[config.mk]
export PLATFORM = sky130hd
export DESIGN_NAME = mips_datapath
export DESIGN_NICKNAME = d
export VERILOG_FILES = /design/src/rtl/mips_pkg.sv /design/src/rtl/mips_regfile.sv /design/src/rtl/mips_datapath.sv
export SDC_FILE = /design/constraint.sdc
export NUM_CORES = 2
export LEC_CHECK = 0
export CORE_UTILIZATION = 45
export DETAILED_ROUTE_END_ITERATION = 8
export HOLD_SLACK_MARGIN = 0.05
export PLACE_DENSITY = 0.71
export SLEW_MARGIN = 40
export SYNTH_ARGS = -nofsm -noshare
export SYNTH_HDL_FRONTEND = slang
export SYNTH_SLANG_ARGS = --single-unit
[constraint.sdc]
create_clock -name clk -period 9 [get_ports clk]
set_clock_uncertainty 0.1 [all_clocks]
set_input_delay 1.35 -clock clk [delete_from_list [all_inputs] [get_ports clk]]
set_output_delay 1.35 -clock clk [all_outputs]
set_load 0.02 [all_outputs]
[src/rtl/mips_pkg.sv]
// Shared types and constants for the single-cycle MIPS datapath.
package mips_pkg;

    typedef logic [31:0] word_t;

    localparam logic [2:0] ALU_AND = 3'b000;
    localparam logic [2:0] ALU_OR  = 3'b001;
    localparam logic [2:0] ALU_ADD = 3'b010;
    localparam logic [2:0] ALU_SUB = 3'b110;
    localparam logic [2:0] ALU_SLT = 3'b111;

    localparam word_t RESET_PC_DEFAULT = 32'h0000_0000;

    // Sign-extend a 16-bit immediate to a full word.
    function automatic word_t sign_ext(input logic [15:0] imm);
        return {{16{imm[15]}}, imm};
    endfunction

endpackage

[src/rtl/mips_regfile.sv]
// 32x32 register file: two combinational read ports, one clocked write port,
// synchronous active-low clear. Register 0 is hardwired to zero.
module mips_regfile
    import mips_pkg::*;
(
    input  logic       clk,
    input  logic       reset,
    input  logic       we,
    input  logic [4:0] ra1,
    input  logic [4:0] ra2,
    input  logic [4:0] wa,
    input  word_t      wd,
    output word_t      rd1,
    output word_t      rd2
);

    word_t rf_q [32];
    word_t rf_d [32];

    // Next-state array: copy current contents, apply the single write, pin $0 to zero.
    always_comb begin
        for (int i = 0; i < 32; i++) begin
            rf_d[i] = rf_q[i];
        end
        if (we && (wa != 5'd0)) begin
            rf_d[wa] = wd;
        end
        rf_d[0] = '0;
    end

    // Register storage; reset takes priority over any pending write.
    always_ff @(posedge clk) begin
        if (!reset) begin
            for (int i = 0; i < 32; i++) begin
                rf_q[i] <= '0;
            end
        end else begin
            for (int i = 0; i < 32; i++) begin
                rf_q[i] <= rf_d[i];
            end
        end
    end

    // Reads see only committed state, so a same-cycle write is not bypassed.
    assign rd1 = (ra1 == 5'd0) ? '0 : rf_q[ra1];
    assign rd2 = (ra2 == 5'd0) ? '0 : rf_q[ra2];

endmodule

[src/rtl/mips_datapath.sv]
// Single-cycle MIPS datapath: PC, register file, sign-extender, ALU and
// operand/result muxes. Control comes from an external decoder.
module mips_datapath
    import mips_pkg::*;
#(
    parameter word_t RESET_PC = RESET_PC_DEFAULT
) (
    input  logic        clk,
    input  logic        reset,
    input  logic        pcsrc,
    input  logic [2:0]  alucontrol,
    input  logic        alusrc,
    input  logic        regdst,
    output logic        o_zero,
    input  logic        regwrite,
    input  logic        memtoreg,
    input  logic [31:0] instr,
    input  logic [31:0] readdata,
    output logic [31:0] o_pc,
    output logic [31:0] o_aluresult,
    output logic [31:0] o_writedata,
    output logic [31:0] o_instr_contr
);

    word_t      pc_q;
    word_t      pc_d;
    word_t      pcplus4;
    word_t      pcbranch;
    word_t      signimm;
    word_t      rd1;
    word_t      rd2;
    word_t      srcb;
    word_t      aluresult;
    word_t      result;
    logic [4:0] writereg;

    assign signimm = sign_ext(instr[15:0]);

    // Next PC: sequential or branch target, both wrapping mod 2^32.
    always_comb begin
        pcplus4  = pc_q + 32'd4;
        pcbranch = pcplus4 + {signimm[29:0], 2'b00};
        pc_d     = pcsrc ? pcbranch : pcplus4;
    end

    // Program counter register.
    always_ff @(posedge clk) begin
        if (!reset) begin
            pc_q <= RESET_PC;
        end else begin
            pc_q <= pc_d;
        end
    end

    mips_regfile u_regfile (
        .clk   (clk),
        .reset (reset),
        .we    (regwrite),
        .ra1   (instr[25:21]),
        .ra2   (instr[20:16]),
        .wa    (writereg),
        .wd    (result),
        .rd1   (rd1),
        .rd2   (rd2)
    );

    // Operand B select, ALU, write-register and writeback muxes.
    always_comb begin
        srcb = alusrc ? signimm : rd2;
        unique case (alucontrol)
            ALU_AND: aluresult = rd1 & srcb;
            ALU_OR:  aluresult = rd1 | srcb;
            ALU_ADD: aluresult = rd1 + srcb;
            ALU_SUB: aluresult = rd1 - srcb;
            ALU_SLT: aluresult = ($signed(rd1) < $signed(srcb)) ? 32'd1 : 32'd0;
            default: aluresult = '0;
        endcase
        writereg = regdst ? instr[15:11] : instr[20:16];
        result   = memtoreg ? readdata : aluresult;
    end

    assign o_pc          = pc_q;
    assign o_aluresult   = aluresult;
    assign o_zero        = (aluresult == '0);
    assign o_writedata   = rd2;
    assign o_instr_contr = instr;

endmodule

==> flow_metrics.py <==
metrics = {
    "timing": {
        "min_period_ns": 8.81,
        "max_freq_mhz": 114,
        "setup_viol": 0,
        "hold-worst-slack_ns": 0.362,
        "tightest_slew_ns": 0.979,
        "rsz0062_at_grt": "no",
        "setup_slack_ns": 0.190,
        "period_share_pct": 97.9,
        "hold_viol": 0,
        "slew_violations": 0,
        "maxSlewHeadroom_pct": 34.7,
    },
    "logic_synthesis": {
        "yosys.area.top_type": "dfxtp_1",
        "yosys_register_bits": 1022,
        "yosysWarnings": 0,
        "synth_async_sr_flop_share_pct": 0,
        "yosys.area.top_type_share_pct": 33.9,
        "syn_inst": 6480,
        "seq_area_frac_synth_pct": 33.9,
        "synthDistinctLibCells": 88,
        "synth_area_per_cell_um2": 9.32,
        "synth_edf_count": 0,
        "synth_area_leaders": "dfxtp_1, mux4_2, nand2_1, o21ai_0, a21boi_0",
        "synth_ff_type": "dfxtp_1",
        "netlist_area_um2": 60400,
    },
    "finish": {
        "final_nets": 6805,
        "drive_gt1_share_pct": 21.7,
        "multi_input_area_um2": 37100,
        "fillers": 11723,
        "synthToLayoutAreaGrowth_pct": 15.9,
        "seqCellArea_um2": 20500,
    },
    "clocking": {
        "cts_setup_buffers": 0,
        "cts_buffers": 108,
        "path_clk_slew_ns": 0.06,
        "clk_latency_ns": 0.73,
        "cts_tree": "done",
        "cts_root_buf": "clkbuf_16",
        "clockBufferDepth": 3,
        "clkSinkCount": 1022,
        "h-tree-depth": 3,
    },
    "global_route": {
        "grt.overflow.total": 0,
        "antenna_found_initial": 7,
        "grt_pass1_wl_mm": 319,
        "grt_pass1_vias": 50275,
        "grt_max_degree": 220,
        "grt_usage_pct": 31.0,
    },
    "detailed_routing": {
        "first_pass_iters": 6,
        "vias": 52831,
        "viasPerCell": 6.25,
        "wirelength_mm": 216,
        "ant_nets": 0,
        "wire_per_inst_um": 25.5,
        "drcViolationCount": 0,
        "drtIter0Drc": 6839,
    },
    "setup_path": {
        "critical_path_class": "in2out",
        "r2r_cells": 21,
        "worstSetupEndpointType": "output pin",
        "required_ns": 7.55,
        "start_kind": "input port",
        "arrival_ns": 7.36,
        "crit_fanout": 13,
    },
    "place": {
        "numPortBuffers": 188,
        "place_congestion": 0.945,
        "dp_hpwl_mm": 138,
        "pre_cts_ws_ns": -0.541,
    },
    "power": {
        "power.density_nw_per_um2": 154,
        "p_leak_nw": 26.3,
        "vdd_ir_drop_max_uv": 156,
    },
    "floorplanning": {
        "start_util_pct": 45.3,
        "dieWidth_um": 368,
        "dieArea_um2": 136000,
        "die-height_um": 368,
        "fp.coreArea_um2": 133000,
        "rows": 134,
        "io_pins": 203,
    },
    "min_path": {
        "whs_path_depth": 2,
        "hold_class": "reg2reg",
    },
    "job": {
        "drv_cap": 0,
    },
    "status": {
        "status": "completed",
    },
}
-- path summary, 6_finish.rpt --
path                                 end                   start  slack, ns
setup / recovery                  o_zero               instr[16]       0.19
hold / removal    u_regfile.rf_q[31][27]  u_regfile.rf_q[31][27]       0.36
setup reg to reg  u_regfile.rf_q[10][20]   u_regfile.rf_q[31][0]       2.58
hold reg to reg   u_regfile.rf_q[31][27]  u_regfile.rf_q[31][27]       0.36
-- state kept, by name (all words and copies together) (netlist names) --
| register | count |
|---|---|
| u_regfile.rf_q | 992 |
| o_pc | 30 |
-- kinds of logic after synthesis --
logic type	Yosys count	synth area share, %
xor+xnor	75	1.09
flops	1022	33.9
simple gates	2215	16.6
other cells	1	0.00621
buf+inv	814	5.31
fa+ha+maj	129	2.71
mux	759	24.7
compound gates	1465	15.7
-- stage by stage --
step                power, mW  setup TNS, ns  instance area (um2)  std cells  utilization (%)
floorplan                5.59              0                60400       6481                -
global placement         6.11         -0.533                66000       8256             49.5
detailed placement       6.13         -0.541                66100       8256             49.6
CTS                      10.7              0                69900       8452             52.4
global route             11.0              0                70000       8458             52.5
finish                   10.8              0                70000       8458             52.5
-- Yosys cell counts (75+ instances only) --
| library cell | count |
|---|---|
| a21oi_1 | 75 |
| nor2_1 | 115 |
| inv_1 | 156 |
| a21boi_0 | 345 |
| clkbuf_1 | 530 |
| dfxtp_1 | 1022 |
| and2_1 | 381 |
| mux4_2 | 576 |
| nand2_1 | 1301 |
| nand3_1 | 248 |
| o21ai_0 | 656 |
| mux2i_1 | 97 |
| mux2_2 | 86 |
| ha_1 | 126 |
| buf_1 | 79 |
-- critical path: stages --
cell and delay [ns]:
buf_8 0.18, mux4_2 0.53, mux4_2 0.53, mux2i_4 0.26
buf_4 0.17, o21ai_0 0.15, ha_1 0.29, fa_1 0.45
or2_0 0.24, a221oi_2 0.30, o22a_2 0.24, buf_4 0.14
nand3_2 0.10, buf_4 0.17, nand4_1 0.17, nand3b_1 0.13
nand2_1 0.14, mux2i_1 0.08, or4_1 0.59, or4_1 0.58
nor4_4 0.31, buf_2 0.23
-- layout make-up --
| class | instances | share of cell area (%) |
|---|---|---|
| Sequential cell | 1022 | 29.2 |
| Clock inverter | 50 | 0.942 |
| Antenna cell | 2 | 0.00715 |
| Tap cell | 1768 | 3.16 |
| Clock buffer | 146 | 4.35 |
| Inverter | 157 | 0.844 |
| Multi-Input combinational cell | 4645 | 53.1 |
| Timing Repair Buffer | 668 | 8.42 |
-- per-layer routing --
metal,global-route usage (%),wire (um),up-vias
met3,8.22,25400,620
li1,-,-,23305
met5,0,67,-
met4,14.5,10900,10
met1,39.7,82100,25847
met2,48.7,97200,3049
-- what timing repair did --
item / CTS / global route
endpoints found under the hold margin: 0 / 0
pin swaps: 0 / 1
gates resized for setup: 6 / 11
hold buffers: 0 / 0
setup endpoints to repair: 1 / 2
-- cell usage in the layout, fill, tap and decap left out, drive strengths merged, types with 126 or more instances in the layout --
cell	count
clkdlybuf4s50	172
clkbuf	146
ha	126
a21boi	376
dfxtp	1022
nand2	1301
nand3	249
mux4	576
o21ai	664
and2	382
buf	496
inv	161
-- where the power goes --
group	switching (mW)	internal [mW]
logic	0.889	0.564
registers	0.0470	4.57
clock network	1.98	2.72
No activity file was read; power rests on OpenSTA's default activity.
